==> config.mk <==
export PLATFORM = sky130hd
export DESIGN_NAME = cgra_stream_control_unit
export DESIGN_NICKNAME = d
export VERILOG_FILES = /design/src/rtl/cgra_ctrl_pkg.sv /design/src/rtl/cgra_sat_counter.sv /design/src/rtl/cgra_stream_control_unit.sv
export SDC_FILE = /design/constraint.sdc
export NUM_CORES = 1
export LEC_CHECK = 0
export CORE_MARGIN = 10
export CORE_UTILIZATION = 56
export CTS_CLUSTER_DIAMETER = 80
export DETAILED_ROUTE_END_ITERATION = 12
export PLACE_DENSITY_LB_ADDON = 0.15
export REMOVE_ABC_BUFFERS = 1
export SLEW_MARGIN = 25
export SYNTH_ARGS = -nofsm -noshare
export SYNTH_HDL_FRONTEND = slang
export SYNTH_SLANG_ARGS = --single-unit
export TNS_END_PERCENT = 1
==> constraint.sdc <==
create_clock -name clk_i -period 7.9 [get_ports clk_i]
set_input_delay 1.58 -clock clk_i [delete_from_list [all_inputs] [get_ports clk_i]]
set_output_delay 1.58 -clock clk_i [all_outputs]
set_load 0.02 [all_outputs]
==> src/rtl/cgra_ctrl_pkg.sv <==
// Shared types and defaults for the CGRA stream control unit.
package cgra_ctrl_pkg;

    typedef enum logic [1:0] {
        IDLE   = 2'd0,
        CONFIG = 2'd1,
        EXEC   = 2'd2
    } ctrl_state_e;

    localparam int unsigned CNT_W_DEFAULT     = 32;
    localparam int unsigned TIMEOUT_W_DEFAULT = 32;

endpackage

==> src/rtl/cgra_sat_counter.sv <==
// Saturating up-counter with synchronous clear; clear beats increment.
module cgra_sat_counter #(
    parameter int unsigned W = 32
) (
    input  logic         clk,
    input  logic         rst,
    input  logic         clr,
    input  logic         inc,
    output logic [W-1:0] q
);

    always_ff @(posedge clk) begin
        if (rst)
            q <= '0;
        else if (clr)
            q <= '0;
        else if (inc && (q != '1))
            q <= q + W'(1);
    end

endmodule

==> src/rtl/cgra_stream_control_unit.sv <==
// CGRA execution controller: sequences config load and masked stream execution
// with watchdog, abort and saturating performance counters.
module cgra_stream_control_unit
    import cgra_ctrl_pkg::*;
#(
    parameter int unsigned N_IN      = 4,
    parameter int unsigned N_OUT     = 4,
    parameter int unsigned CNT_W     = CNT_W_DEFAULT,
    parameter int unsigned TIMEOUT_W = TIMEOUT_W_DEFAULT
) (
    input  logic                 clk_i,
    input  logic                 rst_i,
    input  logic                 start_execution_i,
    input  logic                 load_configuration_i,
    input  logic                 abort_i,
    input  logic                 clear_counters_i,
    input  logic [N_IN-1:0]      in_enable_mask_i,
    input  logic [N_OUT-1:0]     out_enable_mask_i,
    input  logic [TIMEOUT_W-1:0] timeout_cycles_i,
    input  logic                 data_config_done_i,
    input  logic [N_OUT-1:0]     data_output_done_i,
    input  logic                 data_read_stall_i,
    input  logic                 data_write_stall_i,
    output logic                 execute_config_o,
    output logic [N_IN-1:0]      execute_input_o,
    output logic [N_OUT-1:0]     execute_output_o,
    output logic                 busy_o,
    output logic                 done_config_o,
    output logic                 done_exec_o,
    output logic                 abort_o,
    output logic                 error_timeout_o,
    output logic [CNT_W-1:0]     cycle_count_load_config_o,
    output logic [CNT_W-1:0]     cycle_count_execute_o,
    output logic [CNT_W-1:0]     cycle_count_stall_o
);

    ctrl_state_e          state_q, state_d;
    logic [N_OUT-1:0]     pending_q, pending_d, pending_left;
    logic [TIMEOUT_W-1:0] wd_q;

    logic in_idle, in_cfg, in_exec, in_busy;
    logic launch_cfg, launch_exec;
    logic cfg_finish, exec_finish, complete;
    logic wd_hit, do_abort, do_timeout;

    logic             exec_cfg_d, done_cfg_d, done_exec_d, abort_d, err_d, busy_d;
    logic [N_IN-1:0]  exec_in_d;
    logic [N_OUT-1:0] exec_out_d;

    assign in_idle = (state_q == IDLE);
    assign in_cfg  = (state_q == CONFIG);
    assign in_exec = (state_q == EXEC);
    assign in_busy = in_cfg | in_exec;

    // Load has priority over start when both arrive in IDLE.
    assign launch_cfg  = in_idle & load_configuration_i;
    assign launch_exec = in_idle & start_execution_i & ~load_configuration_i;

    assign pending_left = pending_q & ~data_output_done_i;
    assign cfg_finish   = in_cfg & data_config_done_i;
    assign exec_finish  = in_exec & (pending_left == '0);
    assign complete     = cfg_finish | exec_finish;

    // Watchdog value counts the current cycle as wd_q+1.
    assign wd_hit     = in_busy & (timeout_cycles_i != '0) &
                        (wd_q == (timeout_cycles_i - TIMEOUT_W'(1)));
    assign do_abort   = in_busy & abort_i;
    assign do_timeout = wd_hit & ~complete & ~do_abort;

    always_ff @(posedge clk_i) begin
        if (rst_i) begin
            state_q          <= IDLE;
            pending_q        <= '0;
            execute_config_o <= 1'b0;
            execute_input_o  <= '0;
            execute_output_o <= '0;
            busy_o           <= 1'b0;
            done_config_o    <= 1'b0;
            done_exec_o      <= 1'b0;
            abort_o          <= 1'b0;
            error_timeout_o  <= 1'b0;
        end else begin
            state_q          <= state_d;
            pending_q        <= pending_d;
            execute_config_o <= exec_cfg_d;
            execute_input_o  <= exec_in_d;
            execute_output_o <= exec_out_d;
            busy_o           <= busy_d;
            done_config_o    <= done_cfg_d;
            done_exec_o      <= done_exec_d;
            abort_o          <= abort_d;
            error_timeout_o  <= err_d;
        end
    end

    always_comb begin
        state_d   = state_q;
        pending_d = pending_q;
        case (state_q)
            IDLE: begin
                if (load_configuration_i) begin
                    state_d = CONFIG;
                end else if (start_execution_i) begin
                    state_d   = EXEC;
                    pending_d = out_enable_mask_i;
                end
            end
            CONFIG, EXEC: begin
                if (in_exec)
                    pending_d = pending_left;
                if (do_abort || complete || wd_hit) begin
                    state_d   = IDLE;
                    pending_d = '0;
                end
            end
            default: begin
                state_d   = IDLE;
                pending_d = '0;
            end
        endcase
    end

    always_comb begin
        exec_cfg_d  = launch_cfg;
        exec_in_d   = launch_exec ? in_enable_mask_i  : '0;
        exec_out_d  = launch_exec ? out_enable_mask_i : '0;
        done_cfg_d  = cfg_finish & ~do_abort;
        done_exec_d = exec_finish & ~do_abort;
        abort_d     = do_abort | do_timeout;
        busy_d      = (state_d != IDLE);
        err_d       = error_timeout_o;
        if (launch_cfg || launch_exec)
            err_d = 1'b0;
        if (do_timeout)
            err_d = 1'b1;
    end

    cgra_sat_counter #(.W(CNT_W)) u_cnt_cfg (
        .clk (clk_i),
        .rst (rst_i),
        .clr (clear_counters_i | launch_cfg),
        .inc (in_cfg),
        .q   (cycle_count_load_config_o)
    );

    cgra_sat_counter #(.W(CNT_W)) u_cnt_exec (
        .clk (clk_i),
        .rst (rst_i),
        .clr (clear_counters_i | launch_exec),
        .inc (in_exec),
        .q   (cycle_count_execute_o)
    );

    cgra_sat_counter #(.W(CNT_W)) u_cnt_stall (
        .clk (clk_i),
        .rst (rst_i),
        .clr (clear_counters_i | launch_exec),
        .inc (in_exec & (data_read_stall_i | data_write_stall_i)),
        .q   (cycle_count_stall_o)
    );

    cgra_sat_counter #(.W(TIMEOUT_W)) u_watchdog (
        .clk (clk_i),
        .rst (rst_i),
        .clr (~in_busy),
        .inc (in_busy),
        .q   (wd_q)
    );

endmodule
# Word-level counts from Yosys, hierarchy flattened
# Index checks and enable logic that the tools add are counted.
[totals]
out_inout_bits = 110
input_bits = 53
register_bits = 148
[classes]
n_mux = 11
n_bitwise = 26
n_reduce_logical = 18
n_eq_ne = 10
n_addsub = 5
[ops]
columns = ["operator", "n"]
rows = [
  ["32-bit by 1-bit adder with 32-bit output (second input constant)", 4],
  ["32-bit inequality test (second input constant)", 4],
  ["32-bit equality test", 1],
  ["32-bit nonzero test", 1],
  ["32-bit by 1-bit subtractor with 32-bit output (second input constant)", 1],
  ["4-bit 2-to-1 mux", 4],
  ["1-bit bitwise AND", 13],
  ["2-bit OR reduction", 5],
  ["4-bit case mux with 2 select lines", 1],
  ["2-bit 2-to-1 mux", 3],
  ["1-bit OR", 6],
  ["1-bit NOT", 5],
  ["4-bit bitwise AND", 1],
  ["1-bit logical AND", 4],
  ["4-bit logical NOT", 1],
  ["2-bit inequality test (second input constant)", 2],
  ["4-bit NOT", 1],
  ["2-bit case mux with 2 select lines", 1],
  ["2-bit nonzero test", 2],
  ["1-bit logical OR", 3],
  ["3-bit inequality test (second input constant)", 1],
  ["3-bit AND reduction", 1],
  ["2-bit by 1-bit equality test with 1-bit output (second input constant)", 1],
  ["2-bit equality test (second input constant)", 1],
  ["2 further kinds", 3],
]

# Logic depth before layout (Yosys ltp)
# Gate-level depths: netlist of the first run.
[depth]
ltp_word = 10
mapped_depth = 11
depth_no_buf = 11

# By module
# From an unflattened synthesis of the first run, not the netlist that was laid out.
[hier_totals]
hier_cells = 1058
hier_area_um2 = 8630.8
[modules_own_cells]
columns = ["mod", "cells_each", "area_per_inst_um2", "instances", "seq_area_each_um2"]
rows = [
  ["cgra_sat_counter", 198, 1620.3, 4, 640.6],
  ["cgra_stream_control_unit", 266, 2149.6, 1, 400.4],
]

# Least setup slack after synthesis of the first run
# OpenSTA, ideal clock, no wires.
[synth_path]
path_type = "input to register"
start = "input timeout_cycles_i[11]"
end = "register pending_q[0]"
setup_ps = 122
arrival_time_ps = 4494
required_time_ps = 7778
slack_ps = 3285
stages = 10
cell_sequence = "or4_1 > buf_2 > nor4_4 > nor4b_1 > xnor2_1 > nand4_1 > or3b_2 > o211a_1 > and4b_4 > a221o_1"
[synth_via]
elab_chain_cells = 6
word_cells_on_any_way = 10
[synth_rtl]
columns = ["item", "line_no", "source"]
rows = [
  ["start, declared", "cgra_stream_control_unit.sv:19", "input logic [TIMEOUT_W-1:0] timeout_cycles_i,"],
  ["32-bit by 1-bit subtractor with 32-bit output or 32-bit nonzero test (tied branches)", "cgra_stream_control_unit.sv:66, cgra_stream_control_unit.sv:65", ""],
  ["32-bit equality test or 1-bit bitwise AND (tied branches)", "cgra_stream_control_unit.sv:66, cgra_stream_control_unit.sv:65", ""],
  ["1-bit bitwise AND (*)", "cgra_stream_control_unit.sv:65", "assign wd_hit = in_busy & (timeout_cycles_i != '0) &"],
  ["1-bit logical OR (*)", "cgra_stream_control_unit.sv:111", "if (do_abort || complete || wd_hit) begin"],
  ["3-bit inequality test (no source line) or 4-bit 2-to-1 mux (tied branches)", "-", ""],
  ["3-bit AND reduction (no source line) or 4-bit case mux with 2 select lines (tied branches)", "-", ""],
  ["end signal, assigned", "cgra_stream_control_unit.sv:84", "pending_q <= pending_d;"],
  ["end, declared", "cgra_stream_control_unit.sv:38", "logic [N_OUT-1:0] pending_q, pending_d, pending_left;"],
]
# Every way passes the cells marked *; elsewhere a longest branch is shown, timed or not.
# A chain may end at the register's enable or synchronous reset.

# Final worst setup path of the first run
[layout_path]
start = "input timeout_cycles_i[0]"
end = "register pending_q[3]"
# Same word-level chain as after synthesis.

==> flow_metrics.tcl, run 1 <==
set metrics [dict create \
    run_status "finished, final reports clean" \
    diodes 0 \
    r2r_slack_ns 4.84 \
    initial_utilization_pct 57.61 \
    die_h_um 137.2 \
    holdBufCountCts 0 \
    period_share_pct 64.16 \
    rsz0062_at_grt "false" \
    synth_top_family_by_area "simple AND/OR/NAND/NOR gates" \
    drc 0 \
    place_inst 1229 \
    slew_headroom_pct 38.61 \
    cts_buffers 17 \
    fin_crit_ns 5.069 \
    ioPinCount 163 \
    ant_nets 0 \
    fp-row-count 42 \
    gr-usage-met1_pct 25.80 \
    power.leakage_nw 3.285 \
    cellPowerDensity_nw_per_um2 168.7 \
    clk_pin_slew_ns 0.06 \
    post_cts_buffers 0 \
    gp_congestion 0.8661 \
    syn2layout_area_growth_pct 30.31 \
    pwr-share-comb_pct 7.8 \
    worst_pin_slew_ns 0.9081 \
    nets 1135 \
    fillers 1050 \
    cap_violations 0 \
    netlist.area_leader.share_pct 38.53 \
    die_w_um 137.2 \
    start_kind "input pin" \
    htree_levels 4 \
    via_per_inst 5.616 \
    final_core_util_pct 75.08 \
    crit_chain "clkdlybuf4s50_1 -> inv_1 -> ha_1 -> or4b_4 -> nor4_4 -> nor4b_1 -> xnor2_1 -> nand4_1 -> or3b_2 -> o211a_1 -> and4b_4 -> a221o_1" \
    setup_viol 0 \
    critical_path.max_stage_delay_ns 0.54 \
    antenna_found_initial 0 \
    grt_use_total_pct 20.15 \
    path_max_fanout 10 \
    yosys_warnings 0 \
    cts_tree "done" \
    max_freq_ghz 0.1973 \
    p_sw_share_pct 22.59 \
    ys_seq_area_share_pct 38.53 \
    power.sequential.fraction_pct 44.8 \
    multi_input_area_um2 4513 \
    synth_area_leaders "dfxtp_1, xor2_1, nor2_1" \
    cp.required_ns 8.20 \
    whs_ns 0.4821 \
    criticalPathCategory "in2reg" \
    crit_path_end_kind "flip-flop" \
    pre_cts_ws_ns 2.448 \
    use_met3_pct 4.406 \
    synthArstFlopShare_pct 0 \
    synthFlopType "dfxtp_1" \
    vias 7076 \
    use_met2_pct 32.83 \
    arrival_ns 5.37 \
    p_clk_share_pct 47.4 \
    io_buffers 162 \
    first_pass_iters 7 \
    grt_pass1_wl_um 31040 \
    placed_area_um2 9413 \
    gr-total-overflow 0 \
    top_usage_layer "met2" \
    synth.distinct_cells 64 \
    root_buffer "clkbuf_16" \
    core_um2 13350 \
    synth-adder-area-share_pct 1.627 \
    fin_area_um2 10020 \
    yosys.area_share.simple_pct 31.13 \
    instances_no_fill 1260 \
    syn_inst 920 \
    synthMuxAreaShare_pct 1.074 \
    cts.sinks 148 \
    clk_latency_ns 0.42 \
    finalSetupTns_ns 0 \
    slew_violations 0 \
    drt_first_iter_violations 397 \
    ff_latch_area_um2 2963 \
    synth_xor_area_share_pct 15.38 \
    synth_seq_cells 148 \
    grt_max_degree 65 \
    p_switching_mw 0.3818 \
    syn_avg_cell_area_um2 8.359 \
    hold_class "reg2reg" \
    grt_pass1_vias 6369 \
    timing.final.ws_setup_ns 2.831 \
    drive_gt1_share_pct 4.982 \
    wire_per_inst_um 15.59 \
    cts_buffer_depth 2 \
    cp_slowest_cell "or4b_4" \
    drt-total-wl_um 19640 \
    skew_ns 0.007301 \
    fin_total_pwr_mw 1.690 \
    vdd_drop_max_v 0.0001519 \
    synth-compound-area-share_pct 9.177 \
    die-area_um2 18820 \
    cts.repair.resized 0 \
    intPower_mw 1.309 \
    synth_area_leader_cell "dfxtp_1" \
    synth_edf_count 0 \
    syn_area_um2 7690 \
    hold_violations 0 \
    dpl.hpwl_um 14710 \
]
-- logic make-up after synthesis --
group	count (synthesis)
AND/OR/NAND/NOR	452
flip-flops	148
buffers and inverters	56
XOR/XNOR	135
AO/OA/AOI/OAI	111
adder cells (fa/ha/maj)	10
multiplexers	8
-- cells in the mapped netlist (all sizes together) (2+ instances only) --
cell type	number
nand4	40
nand2b	4
or3b	2
o41ai	3
ha	10
and4	17
a211o	2
o311ai	2
nand3	47
and2	20
o21ai	35
dfxtp	148
mux2i	6
nor3b	7
nor2b	10
or3	33
xnor2	56
nand2	59
o211ai	3
nor4b	5
o31ai	2
mux2	2
o2111ai	4
a221o	4
and4b	2
or2	4
a22oi	3
nor2	136
and3	16
buf	8
nor4	14
nor3	23
xor2	79
inv	23
a21oi	35
or4	9
clkbuf	25
o211a	4
-- sequential cells by signal, summed over array words and instances, names as in the netlist --
signal / flops
u_cnt_cfg.q: 32
u_cnt_exec.q: 32
u_cnt_stall.q: 32
u_watchdog.q: 32
execute_input_o: 4
execute_output_o: 4
pending_q: 4
state_q: 2
abort_o: 1
busy_o: 1
done_config_o: 1
done_exec_o: 1
error_timeout_o: 1
execute_config_o: 1
-- layout by cell type (no fill, tap or decap), drive strengths merged, types with 23 or more instances in the layout --
cell type and n:
a21oi 35, clkbuf 23, clkdlybuf4s50 162, dfxtp 148, inv 24, nand2 59, nand3 47, nand4 40
nor2 136, nor3 23, o21ai 35, or3 33, xnor2 56, xor2 79
-- layout make-up --
cell class,instances,area share (%)
timing repair buffer,166,16.48
clock buffer,23,4.870
tap,176,2.198
sequential,148,29.57
clock inverter,8,0.9864
inverter,23,0.8615
multi-input combinational,716,45.04
-- critical path: cells and delay by family --
kind                       cells  cell delay (ns)
xor gates and xnor gates       1             0.17
AOI/OAI and AO/OA              2             0.58
and+or+nand+nor                6             2.21
adders and majority gates      1             0.24
buffers and inverters          2             0.57
-- final timing paths --
kind,startpoint,to,depth (start not counted)
worst min-delay path,pending_q[2]$_SDFFE_PP0P_,pending_q[2]$_SDFFE_PP0P_,1
worst max register to register,u_cnt_stall.q[21]$_SDFFE_PP0P_,u_cnt_stall.q[20]$_SDFFE_PP0P_,8
worst min register to register,pending_q[2]$_SDFFE_PP0P_,pending_q[2]$_SDFFE_PP0P_,1
worst max-delay path,timeout_cycles_i[0],pending_q[3]$_SDFFE_PP0P_,12
-- routing by layer --
metal  share of wire (%)  vias to the layer above
met5                   0                        -
met4                 1.7                        0
met3                 6.4                       26
met2                  47                      211
met1                  45                     3291
li1                    -                     3548
-- power by group through the flow --
stage / sequential (mW) / clock (mW) / combinational, mW
floorplan: 0.778 / 0 / 0.0629
global placement: 0.774 / 0 / 0.130
detailed placement: 0.774 / 0 / 0.131
CTS: 0.758 / 0.811 / 0.132
global route: 0.758 / 0.841 / 0.144
finish: 0.758 / 0.801 / 0.132
Power figures use the tool's default switching activity.
==> run 2: changes to the inputs <==
--- a/config.mk
+++ b/config.mk
@@ -6,7 +6,7 @@
 export NUM_CORES = 1
 export LEC_CHECK = 0
 export CORE_MARGIN = 10
-export CORE_UTILIZATION = 56
+export CORE_UTILIZATION = 47
 export CTS_CLUSTER_DIAMETER = 80
 export DETAILED_ROUTE_END_ITERATION = 12
 export PLACE_DENSITY_LB_ADDON = 0.15
==> constraint.sdc (replaced) <==
create_clock -name clk_i -period 4.4 [get_ports clk_i]
set_input_delay 0.88 -clock clk_i [delete_from_list [all_inputs] [get_ports clk_i]]
set_output_delay 0.88 -clock clk_i [all_outputs]
set_load 0.02 [all_outputs]
==> run 2 against run 1 <==
Setup slack worse by 2.4 ns. Routed wire length is 4.0% higher. Sequential cell count unchanged. Largest cell class unchanged. Core utilization fell by 11 points. Sequential share of layout area decreased by 0.70 points. Largest power group unchanged. Die area increased by 16%. Cell area grew 2.4%. Critical endpoint is now pending_q[0]$_SDFFE_PP0P_.
==> flow_metrics.tcl, run 2 (synthesized netlist as in run 1, its figures left out) <==
set metrics [dict create \
    run_status "finished, final reports clean" \
    placed_area_um2 9681 \
    cts.repair.resized 0 \
    fin_area_um2 10260 \
    grt_pass1_wl_um 33420 \
    top_usage_layer "met2" \
    period_share_pct 90.73 \
    cts_tree "done" \
    fin_crit_ns 3.992 \
    fp-row-count 46 \
    slew_headroom_pct 35.65 \
    cts_buffers 17 \
    syn2layout_area_growth_pct 33.47 \
    fillers 1383 \
    nets 1164 \
    setup_viol 0 \
    grt_max_degree 39 \
    power.leakage_nw 3.414 \
    skew_ns 0.008259 \
    clk_pin_slew_ns 0.06 \
    diodes 0 \
    arrival_ns 4.30 \
    cts.sinks 148 \
    criticalPathCategory "in2reg" \
    timing.final.ws_setup_ns 0.4079 \
    rsz0062_at_grt "false" \
    via_per_inst 5.319 \
    pre_cts_ws_ns -0.02914 \
    gp_congestion 0.9012 \
    first_pass_iters 5 \
    core_um2 15940 \
    drive_gt1_share_pct 7.361 \
    vdd_drop_max_v 0.0002946 \
    ant_nets 0 \
    r2r_slack_ns 1.55 \
    use_met2_pct 29.06 \
    worst_pin_slew_ns 0.9564 \
    holdBufCountCts 0 \
    die_h_um 147.9 \
    slew_violations 0 \
    start_kind "input pin" \
    post_cts_buffers 0 \
    clk_latency_ns 0.42 \
    ioPinCount 163 \
    grt_use_total_pct 18.34 \
    fin_total_pwr_mw 3.028 \
    vias 7074 \
    max_freq_ghz 0.2505 \
    gr-total-overflow 0 \
    hold_violations 0 \
    cp.required_ns 4.71 \
    path_max_fanout 4 \
    cts_buffer_depth 2 \
    crit_path_end_kind "flip-flop" \
    gr-usage-met1_pct 23.97 \
    cap_violations 0 \
    drt_first_iter_violations 278 \
    hold_class "reg2reg" \
    antenna_found_initial 0 \
    io_buffers 162 \
    die-area_um2 21880 \
    grt_pass1_vias 6689 \
    layout_commonest_cell "clkdlybuf4s50_1" \
    cellPowerDensity_nw_per_um2 295.0 \
    dpl.hpwl_um 15400 \
    root_buffer "clkbuf_16" \
    drt-total-wl_um 20430 \
    htree_levels 4 \
    final_core_util_pct 64.38 \
    layout_common_cells "clkdlybuf4s50_1, dfxtp_1, nor2_1" \
    die_w_um 147.9 \
    use_met3_pct 4.579 \
    wire_per_inst_um 15.36 \
    drc 0 \
    initial_utilization_pct 48.23 \
]
[run 2: cell count changes in the layout (fill, tap and decap cells not counted), sizes merged]
| cell | change |
|---|---|
| buf | +29 |
| clkinvlp | +1 |
| clkbuf | -1 |
| clkinv | +2 |
| bufinv | -1 |
[run 2: per-layer routing]
layer,routed length (um),share of wire (%),vias to the layer above
met5,0,0,-
met4,252,1.2,0
met2,9281,45,181
li1,-,-,3614
met3,1237,6.1,18
met1,9657,47,3261
[run 2: worst paths after layout]
path / end / start / depth (start not counted)
worst max register to register: u_cnt_stall.q[8]$_SDFFE_PP0P_ / u_cnt_stall.q[21]$_SDFFE_PP0P_ / 8
worst min register to register: pending_q[3]$_SDFFE_PP0P_ / pending_q[3]$_SDFFE_PP0P_ / 1
worst max-delay path: pending_q[0]$_SDFFE_PP0P_ / timeout_cycles_i[0] / 12
worst min-delay path: pending_q[3]$_SDFFE_PP0P_ / pending_q[3]$_SDFFE_PP0P_ / 1
[run 2: worst max-delay path, cell delays in order]
cell and delay (ns):
clkdlybuf4s50_1 0.48, inv_1 0.09, ha_1 0.18, or4b_4 0.51
nor4_4 0.25, nor4b_1 0.34, xnor2_1 0.16, nand4_1 0.12
or3b_2 0.50, o211a_1 0.26, and4b_4 0.22, a221o_1 0.29
[run 2: report_power, final]
part	switching, mW	leakage (nW)	internal (mW)	total, mW
clock	0.584	0.274	0.827	1.41
combinational	0.136	1.95	0.120	0.256
sequential	0.00849	1.19	1.35	1.36
[run 2: final cells by class]
class | instances | area, um2 | share of cell area, %
multi-input combinational | 716 | 4501 | 43.85
sequential | 148 | 2963 | 28.87
timing repair buffer | 195 | 1869 | 18.21
clock buffer | 22 | 474.2 | 4.620
tap | 216 | 270.3 | 2.633
clock inverter | 10 | 100.1 | 0.9753
inverter | 23 | 86.33 | 0.8412
[run 2: through the flow]
stage	setup TNS, ns	hold WS, ns	std cells
after global routing	0	0.4934	1330
after detailed placement	-0.08316	0.4646	1298
after floorplan	0	0.4477	887
final	0	0.4850	1330
after global placement	0	0.4662	1298
after CTS	0	0.4814	1330
==> run 3: changes to the inputs <==
--- a/config.mk
+++ b/config.mk
@@ -5,6 +5,7 @@
 export SDC_FILE = /design/constraint.sdc
 export NUM_CORES = 1
 export LEC_CHECK = 0
+export CORE_ASPECT_RATIO = 0.7
 export CORE_MARGIN = 10
 export CORE_UTILIZATION = 47
 export CTS_CLUSTER_DIAMETER = 80
==> run 3 against run 2 <==
Sequential share of layout area about the same. Clock skew increased by 0.0085 ns. Setup slack improved by 0.019 ns.
==> flow_metrics.tcl, run 3 (synthesized netlist as in run 1, its figures left out) <==
set metrics [dict create \
    path_max_fanout 4 \
    htree_levels 4 \
    dpl.hpwl_um 15960 \
    clk_pin_slew_ns 0.06 \
    skew_ns 0.01675 \
    ant_nets 0 \
    syn2layout_area_growth_pct 33.42 \
    io_buffers 162 \
    die_w_um 172.9 \
    post_cts_buffers 0 \
    intPower_mw 2.272 \
    fin_crit_ns 3.973 \
    gr-total-overflow 0 \
    cts.sinks 148 \
    vias 7107 \
    multi_input_area_um2 4501 \
    ioPinCount 163 \
    cp.required_ns 4.71 \
    place_inst 1306 \
    cellPowerDensity_nw_per_um2 292.8 \
    ff_latch_area_um2 2963 \
    die-area_um2 21960 \
    crit_path_end_kind "flip-flop" \
    criticalPathCategory "in2reg" \
    arrival_ns 4.28 \
    vdd_drop_max_v 0.0002402 \
    cts.repair.resized 0 \
    diodes 0 \
    run_status "finished, final reports clean" \
    slew_violations 0 \
    wire_per_inst_um 15.59 \
    start_kind "input pin" \
    p_switching_mw 0.7328 \
    power.leakage_nw 3.404 \
    worst_pin_slew_ns 0.9217 \
    gp_congestion 0.8672 \
    grt_pass1_vias 6578 \
    instances_no_fill 1338 \
    holdBufCountCts 0 \
    finalSetupTns_ns 0 \
    drive_gt1_share_pct 7.367 \
    clk_latency_ns 0.43 \
    pwr-share-comb_pct 8.6 \
    slew_headroom_pct 37.99 \
    die_h_um 127.0 \
    fp-row-count 39 \
    p_clk_share_pct 46.1 \
    min-delay-start "pending_q[1]$_SDFFE_PP0P_" \
    nets 1163 \
    hold_class "reg2reg" \
    layout_commonest_cell "clkdlybuf4s50_1" \
    layout_common_cells "clkdlybuf4s50_1, dfxtp_1, nor2_1" \
    drt_first_iter_violations 496 \
    drt-total-wl_um 20860 \
    first_pass_iters 5 \
    root_buffer "clkbuf_16" \
    p_sw_share_pct 24.39 \
    crit_start "timeout_cycles_i[11]" \
    grt_use_total_pct 18.62 \
    power.sequential.fraction_pct 45.3 \
    grt_pass1_wl_um 34250 \
    cts_tree "done" \
    antenna_found_initial 0 \
    via_per_inst 5.312 \
    period_share_pct 90.31 \
    pre_cts_ws_ns 0.03555 \
    setup_viol 0 \
    cts_buffer_depth 2 \
    initial_utilization_pct 47.47 \
    fillers 1436 \
    core_um2 16200 \
    rsz0062_at_grt "false" \
    grt_max_degree 33 \
    r2r_start "u_cnt_stall.q[21]$_SDFFE_PP0P_" \
    drc 0 \
    cap_violations 0 \
    timing.final.ws_setup_ns 0.4265 \
    hold_violations 0 \
    cts_buffers 17 \
    max_freq_ghz 0.2517 \
]
-- run 3: area by class of cell --
class | count | area share, %
clock buffer | 19 | 4.317
clock inverter | 13 | 1.207
inverter | 23 | 0.8415
multi-input combinational | 716 | 43.87
sequential | 148 | 28.88
tap | 225 | 2.744
timing repair buffer | 194 | 18.15
-- run 3: worst max-delay path, stage by stage --
cell and delay, ns:
clkdlybuf4s50_1 0.42, or4_1 0.63, or4_1 0.54, o41ai_1 0.31, o2111ai_1 0.17, nor4_1 0.27, nand4_1 0.24, o211a_1 0.29
and4b_4 0.22, a221o_1 0.30
-- run 3: through the flow --
step	utilization, %	hold slack (ns)	power (mW)	cell area [um2]
after CTS	63.31	0.4883	3.035	10260
after global routing	63.33	0.5090	3.122	10260
final	63.33	0.4951	3.004	10260
after floorplan	-	0.4477	1.509	7538
after detailed placement	59.82	0.4737	1.645	9691
after global placement	59.78	0.4679	1.644	9684
-- run 3: final timing paths --
path	slack [ns]	end	cells past startpoint
setup / recovery	0.43	pending_q[0]$_SDFFE_PP0P_	10
hold / removal	0.50	pending_q[1]$_SDFFE_PP0P_	1
setup reg to reg	1.57	u_cnt_stall.q[21]$_SDFFE_PP0P_	10
hold reg to reg	0.50	pending_q[1]$_SDFFE_PP0P_	1
-- run 3: power by group through the flow --
stage | sequential [mW] | clock (mW) | combinational (mW)
final | 1.36 | 1.39 | 0.257
after global routing | 1.36 | 1.48 | 0.282
after CTS | 1.36 | 1.42 | 0.257
after detailed placement | 1.39 | 0 | 0.255
after global placement | 1.39 | 0 | 0.254
after floorplan | 1.40 | 0 | 0.113
-- run 3: routing by layer --
metal  track usage (%)  part of all wire (%)  vias to the layer above
met5                 0                     0                        -
met3             4.885                   6.4                       19
met4             5.460                   1.2                        0
li1                  -                     -                     3611
met2             27.79                    42                      188
met1             25.91                    50                     3289
